`src/rtl/qar_gpio_responder.sv`:
```
// GPIO responder on the qar_core data bus: DIR/OUT registers, synchronised and
// glitch-filtered inputs, edge-triggered W1C interrupt status. Falling-edge IRQs: QAR_GPIO_FALL_IRQ_EN.
module qar_gpio_responder #(
    parameter int WIDTH          = 32,
    parameter int FILTER_W       = 16,
    parameter int FILTER_DEFAULT = 16
) (
    input  logic             clk,
    input  logic             rst,
    input  logic             mem_valid,
    input  logic             mem_we,
    input  logic [7:0]       mem_addr,
    input  logic [31:0]      mem_wdata,
    output logic             mem_ready,
    output logic [31:0]      mem_rdata,
    input  logic [WIDTH-1:0] gpio_in,
    output logic [WIDTH-1:0] gpio_out,
    output logic [WIDTH-1:0] gpio_dir,
    output logic             gpio_irq
);
    localparam logic [5:0] OFF_DIR  = 6'h0;
    localparam logic [5:0] OFF_OUT  = 6'h1;
    localparam logic [5:0] OFF_IN   = 6'h2;
    localparam logic [5:0] OFF_RISE = 6'h3;
    localparam logic [5:0] OFF_STAT = 6'h4;
    localparam logic [5:0] OFF_FILT = 6'h5;
    localparam logic [5:0] OFF_FALL = 6'h6;

    logic [WIDTH-1:0]    dir_q, out_q, rise_en_q, status_q, status_nxt, edge_set, w1c;
    logic [WIDTH-1:0]    sync1_q, sync2_q, filt_q, filt_d_q, filt_nxt;
    logic [FILTER_W-1:0] filter_q, thr;
    logic [FILTER_W-1:0] cnt_q   [WIDTH];
    logic [FILTER_W-1:0] cnt_nxt [WIDTH];
    logic                bypass, accept, wr_en;
    logic [5:0]          off;
    logic [31:0]         rd_data;
    logic                unused_ok;
`ifdef QAR_GPIO_FALL_IRQ_EN
    logic [WIDTH-1:0]    fall_en_q;
`endif

    // A cycle with mem_ready high is the completion slot, never a new access.
    assign accept    = mem_valid & ~mem_ready;
    assign wr_en     = accept & mem_we;
    assign off       = mem_addr[7:2];
    assign unused_ok = &{1'b0, mem_addr[1:0], mem_wdata};

    assign gpio_out = out_q;
    assign gpio_dir = dir_q;

    always_comb begin
        rd_data = '0;
        case (off)
            OFF_DIR:  rd_data[WIDTH-1:0]    = dir_q;
            OFF_OUT:  rd_data[WIDTH-1:0]    = out_q;
            OFF_IN:   rd_data[WIDTH-1:0]    = filt_q;
            OFF_RISE: rd_data[WIDTH-1:0]    = rise_en_q;
            OFF_STAT: rd_data[WIDTH-1:0]    = status_q;
            OFF_FILT: rd_data[FILTER_W-1:0] = filter_q;
`ifdef QAR_GPIO_FALL_IRQ_EN
            OFF_FALL: rd_data[WIDTH-1:0]    = fall_en_q;
`endif
            default:  ;
        endcase
    end

    // FILTER of 0 or 1 means no debounce; >= keeps a lowered threshold from stranding a counter.
    assign thr    = filter_q - FILTER_W'(1);
    assign bypass = (filter_q <= FILTER_W'(1));

    always_comb begin
        filt_nxt = filt_q;
        for (int i = 0; i < WIDTH; i++) begin
            cnt_nxt[i] = cnt_q[i];
            if (sync2_q[i] == filt_q[i]) begin
                cnt_nxt[i] = '0;
            end else if (bypass || (cnt_q[i] >= thr)) begin
                filt_nxt[i] = sync2_q[i];
                cnt_nxt[i]  = '0;
            end else if (cnt_q[i] != '1) begin
                cnt_nxt[i] = cnt_q[i] + FILTER_W'(1);
            end
        end
    end

`ifdef QAR_GPIO_FALL_IRQ_EN
    assign edge_set = (filt_q & ~filt_d_q & rise_en_q) | (~filt_q & filt_d_q & fall_en_q);
`else
    assign edge_set = filt_q & ~filt_d_q & rise_en_q;
`endif
    // Set is OR-ed in after the clear so a coincident edge wins.
    assign w1c        = (wr_en && (off == OFF_STAT)) ? mem_wdata[WIDTH-1:0] : '0;
    assign status_nxt = (status_q & ~w1c) | edge_set;

    always_ff @(posedge clk) begin
        if (rst) begin
            mem_ready <= 1'b0;
            mem_rdata <= '0;
            dir_q     <= '0;
            out_q     <= '0;
            rise_en_q <= '0;
            status_q  <= '0;
            filter_q  <= FILTER_W'(FILTER_DEFAULT);
            sync1_q   <= '0;
            sync2_q   <= '0;
            filt_q    <= '0;
            filt_d_q  <= '0;
            gpio_irq  <= 1'b0;
            for (int i = 0; i < WIDTH; i++) cnt_q[i] <= '0;
`ifdef QAR_GPIO_FALL_IRQ_EN
            fall_en_q <= '0;
`endif
        end else begin
            sync1_q   <= gpio_in;
            sync2_q   <= sync1_q;
            filt_q    <= filt_nxt;
            filt_d_q  <= filt_q;
            for (int i = 0; i < WIDTH; i++) cnt_q[i] <= cnt_nxt[i];
            status_q  <= status_nxt;
            gpio_irq  <= |status_nxt;
            mem_ready <= accept;
            if (accept) mem_rdata <= rd_data;
            if (wr_en) begin
                case (off)
                    OFF_DIR:  dir_q     <= mem_wdata[WIDTH-1:0];
                    OFF_OUT:  out_q     <= mem_wdata[WIDTH-1:0];
                    OFF_RISE: rise_en_q <= mem_wdata[WIDTH-1:0];
                    OFF_FILT: filter_q  <= mem_wdata[FILTER_W-1:0];
`ifdef QAR_GPIO_FALL_IRQ_EN
                    OFF_FALL: fall_en_q <= mem_wdata[WIDTH-1:0];
`endif
                    default:  ;
                endcase
            end
        end
    end
endmodule

```
`config.mk`:
```
export PLATFORM = sky130hd
export DESIGN_NAME = qar_gpio_responder
export DESIGN_NICKNAME = d
export VERILOG_FILES = /design/src/rtl/qar_gpio_responder.sv
export SDC_FILE = /design/constraint.sdc
export NUM_CORES = 2
export LEC_CHECK = 0
export BUFFER_PORTS_ARGS = -buffer_cell sky130_fd_sc_hd__buf_4
export CAP_MARGIN = 30
export CORE_MARGIN = 1
export CORE_UTILIZATION = 30
export CTS_CLUSTER_SIZE = 25
export DETAILED_ROUTE_END_ITERATION = 6
export PLACE_DENSITY = 0.55
export SLEW_MARGIN = 15
export SYNTH_ARGS = -nofsm -noshare
export SYNTH_HDL_FRONTEND = slang
export SYNTH_SLANG_ARGS = --single-unit
```
`constraint.sdc`:
```
create_clock -name clk -period 5.8 [get_ports clk]
set_input_delay 0.29 -clock clk [delete_from_list [all_inputs] [get_ports clk]]
set_output_delay 0.29 -clock clk [all_outputs]
set_load 0.01 [all_outputs]
```
Yosys cells after proc, flatten, opt, wreduce, memory -nomap -nowiden --
Memory sizes are Yosys's and may differ from the RTL's. Cells that the tools add are included. W data, S select, Z words.
Storage, ports and cells: bits in registers 306, bits in latches 0, RAM bits 512, bits in read-only memories 0, input bits 76, output and inout bits 98, word-level logic and storage cells 457, memories kept 1
Memory list:
- cnt_q | words 32, bits a word 16, read ports 32, clocked after memory_dff 0, write ports 32, RTL line 32 | logic [FILTER_W-1:0] cnt_q [WIDTH];
Cells by class: add/subtract/negate cells 33, $mul 0, divide/modulo/power cells 0, $lt $le $gt $ge 33, eq/ne operators 69, shifts and indexed selects 0, muxes and demuxes 134, bitwise gates (word level) 73, reductions and logical operators 71
Operators with widths (count):
- $mux W16 | 128
- $add A16 B1 Y16 const B | 32
- $ge A16 B16 Y1 | 32
- $ne A16 B16 Y1 const B | 32
- $and A32 B32 Y32 | 3
- $pmux W16 S6 | 1
- $pmux W16 S5 | 1
- $reduce_and A2 Y1 | 36
- $not A32 Y32 | 2
- $not A1 Y1 | 33
- $eq A1 B1 Y1 | 32
- $logic_or A1 B1 Y1 | 32
- $mux W32 | 1
- $or A1 B1 Y1 | 32
- $or A32 B32 Y32 | 1
- $reduce_or A32 Y1 | 1
- $le A16 B1 Y1 const B | 1
- $sub A16 B1 Y16 const B | 1
- $eq A6 B2 Y1 const B | 2
- $eq A6 B3 Y1 const B | 2
- $eq A6 B1 Y1 const B | 1
- $logic_not A6 Y1 | 1
- $mux W1 | 3
- $and A1 B1 Y1 | 2
- $logic_and A1 B1 Y1 | 1

Logic depth before layout (Yosys ltp) --
depth after elaboration 9, gate-level depth with buffers 15, gate-level depth less buffers 13

Worst setup path before layout --
No wires, ideal clock.
path kind flip-flop to flip-flop, from register filter_q[0], to memory cnt_q[19][12] (netlist: cnt_q[1][60]), library setup time 119 ps, data arrival time 4815 ps, required time 5681 ps, setup slack 866 ps, stages on the path, launching flop included 15, period minus slack after synthesis 4934 ps, path through dfxtp_1 > inv_1 > ha_1 > and3_4 > nor2b_1 > xnor2_1 > ha_1 > and3_1 > nand3_1 > a2111oi_0 > a221oi_1 > maj3_1 > o2111ai_2 > buf_2 > nor2_1
RTL lines:
- start, declared | RTL line 31 | logic [FILTER_W-1:0] filter_q, thr;
- start signal, assigned | RTL line 103 | filter_q <= FILTER_W'(FILTER_DEFAULT);
- start signal, assigned | RTL line 128 | OFF_FILT: filter_q <= mem_wdata[FILTER_W-1:0];
- end, declared | RTL line 32

==> results.md <==
* Outcome: finished clean
* Antenna violations before repair at 13
* DRC at 0
* Largest reg by FF count: cnt_q
* Main flop type after synthesis: dfxtp_1
* Post-DRT Antenna Nets at 0
* Post-Route Utilization at 0.354
* Synth Register Bits at between 800 and 900
* Row cnt at between 100 and 150
* CTS tree: built
* Setup Fix Bufs, Post-CTS at 0
* Nets at 6100
* Final Skew at 0.0410 ns
* EDFF count, synth at 0
* Detail Placement HPWL at a little under 100 mm
* Crit path arrival time at 5.24 ns
* Finished Layout Cells at about 7.6k
* Max FFs per register at 512
* Peak VDD IR at 0.211 mV
* Yosys warns at 0
* Slew of the pin with the lowest slew margin at 0.974 ns
* HP Class: in2reg
* RSZ-0062 raised after global routing: false
* Layout cells sized above 1 at 0.0904
* Async set-or-reset flop fraction in the synthesized netlist at 0
* Synth top cells by count: dfxtp_1, nor2_1, nand2_1
* Port Buf Inserts at 171
* Avg Vias per Cell at 5.11
* Tmin final at 4.73 ns
* Avg Cell Area, Syn at 8.61 sq um
* CTS clock-pin slew for the worst setup and hold paths at roughly 0.06 ns
* Number of global-route vias before repair at 36.5k
* 1st-pass router iterations at 6
* PwrDens at 230 nW/um^2
* Leakage at 19.6 nW
* Gate Count Post-Synth at around 5.3k
* Setup violators final at 0
* Placed Cells at approximately 7.3k
* CTS sink count at 818
* Total number of vias at 38.9k
* Post-synthesis sequential area ratio at 0.362
* Worst-Skew Late Latency at 0.69 ns
* Initial core utilization at 0.302
* First-pass GRT wire length at 216 mm
* Final WS setup at 1.07 ns
* Core footprint at 150000 sq um
* Worst-case clock buffer depth at 3
* Gpl congestion at about 0.84
* Area Growth Syn to Fin at 17.0%
* Unique masters post-synth at 70
* WP data required at 6.32 ns
* Synth area leader: dfxtp_1
* Gr ovfl total at 0
* Share of the synthesized area in the top cell type at 0.362
* Most common cell in the netlist: dfxtp_1
* Max-capacitance violation count at 0
* Ports at 174
* CTS Buf Count at 95
* Avg WL per Cell at between 15 and 20 um
* Root buffer cell: clkbuf_16
* Largest net degree at the start of global routing at 163
* Post-DP Area at a little under 50000 sq um
* F_max at 212 MHz
* Critical path startpoint category: flip-flop
* Htree depth at 3
* Period utilisation layout at 0.815
* Total power at 12.2 mW
* DIE AREA at between 150000 and 200000 sq um
* Die width at between 300 and 400 um
* GRT Util Overall at 0.180
* Fin. Hold Viols at 0
* Final wirelength at around 140 mm
* Drt first-iter violations at roughly 2.6k
* Setup TNS at 0 ns
* Min Hold Slack at 0.285 ns
* Largest cells by area after synthesis: dfxtp_1, ha_1, nor2_1
* Crit Path Max Fanout at 33
* Die H at between 300 and 400 um
* Relative slew slack at 0.351
* Final Instance Area at approximately 53000 sq um
* Synthesized Nets at 5846
* Max-slew violation total from the final report at 0
* Crit Path Category: reg2reg
* Place WS at 1.10 ns
* Cell Area, Synth at 45300 sq um
* Worst setup EP type: flip-flop
worst max-delay path, cell delays in order (launching register included):
cell       delay [ns]
dfxtp_1          0.39
inv_2            0.09
buf_4            0.74
nand3_1          0.24
nor4_1           0.43
xnor2_2          0.17
buf_4            0.46
ha_1             0.27
nor3_1           0.07
a2111oi_0        0.39
a221oi_1         0.15
maj3_1           0.40
o211ai_2         0.60
nor3_1           0.14
cells by family (layout without fill, tap and decap cells):
group                      count (synthesis)  count (layout)  synth area share
muxes                                     83              83            0.0192
AOI/OAI and AO/OA                        843             843             0.127
adders and majority gates                546             546             0.149
xor gates and xnor gates                 377             377            0.0735
and+or+nand+nor                         2307            2307             0.242
DFF                                      818             818             0.362
buffers and inverters                    282             610            0.0262
other                                      0               6                 0
where the power goes:
part | switching (mW) | total, mW | leakage [nW] | internal [mW]
clock | 2.53 | 6.07 | 1.52 | 3.55
combinational | 0.249 | 0.423 | 11.4 | 0.174
sequential | 0.0449 | 5.71 | 6.61 | 5.66
total | 2.82 | 12.2 | 19.6 | 9.39
what timing repair did:
item                                   CTS  global route
resized for setup                        0             0
hold buffers                            83             0
endpoints found under the hold margin  175             0
routing by layer:
metal / vias to the layer above / part of all wire / global-route usage
li1: 19306 / - / -
met1: 18432 / 0.47 / 0.244
met2: 901 / 0.44 / 0.288
met3: 202 / 0.062 / 0.0322
met4: 12 / 0.025 / 0.0513
met5: - / 0.00061 / 0
final timing paths:
kind / start / end / slack, ns / cells past startpoint
worst max register to register: filter_q[0] / cnt_q[0][128] / 1.07 / 13
worst min register to register: sync1_q[23] / sync2_q[23] / 0.43 / 1
worst min-delay path: mem_addr[3] / filter_q[10] / 0.29 / 5
worst max-delay path: filter_q[0] / cnt_q[0][128] / 1.07 / 13
cell usage in the layout (no fill, tap or decap), types with 55 or more instances in the layout:
| cell | netlist | routed |
|---|---|---|
| clkbuf_16 | 0 | 96 |
| nand3_1 | 230 | 230 |
| nand2_1 | 560 | 560 |
| and4_1 | 56 | 56 |
| o21ai_0 | 162 | 162 |
| a211oi_1 | 65 | 65 |
| nor2_1 | 739 | 737 |
| a21oi_1 | 288 | 288 |
| xor2_1 | 179 | 177 |
| dfxtp_1 | 818 | 818 |
| inv_1 | 131 | 129 |
| nor3_1 | 153 | 153 |
| dlygate4sd3_1 | 0 | 83 |
| nor2b_1 | 162 | 161 |
| and3_1 | 76 | 75 |
| ha_1 | 514 | 513 |
| nand4_1 | 135 | 135 |
| buf_4 | 9 | 220 |
| nand2b_1 | 55 | 55 |
| xnor2_1 | 196 | 186 |
area by class of cell:
| cell class | instances | area [sq um] |
|---|---|---|
| multi-input combinational | 4156 | 27900 |
| sequential | 818 | 16400 |
| clock buffer | 141 | 2750 |
| timing repair buffer | 308 | 2580 |
| clock inverter | 30 | 370 |
| fill | 15334 | 96800 |
| tap | 2016 | 2520 |
| inverter | 131 | 492 |
| antenna | 6 | 15.0 |
Note: power is estimated with default switching activity, not from simulation.
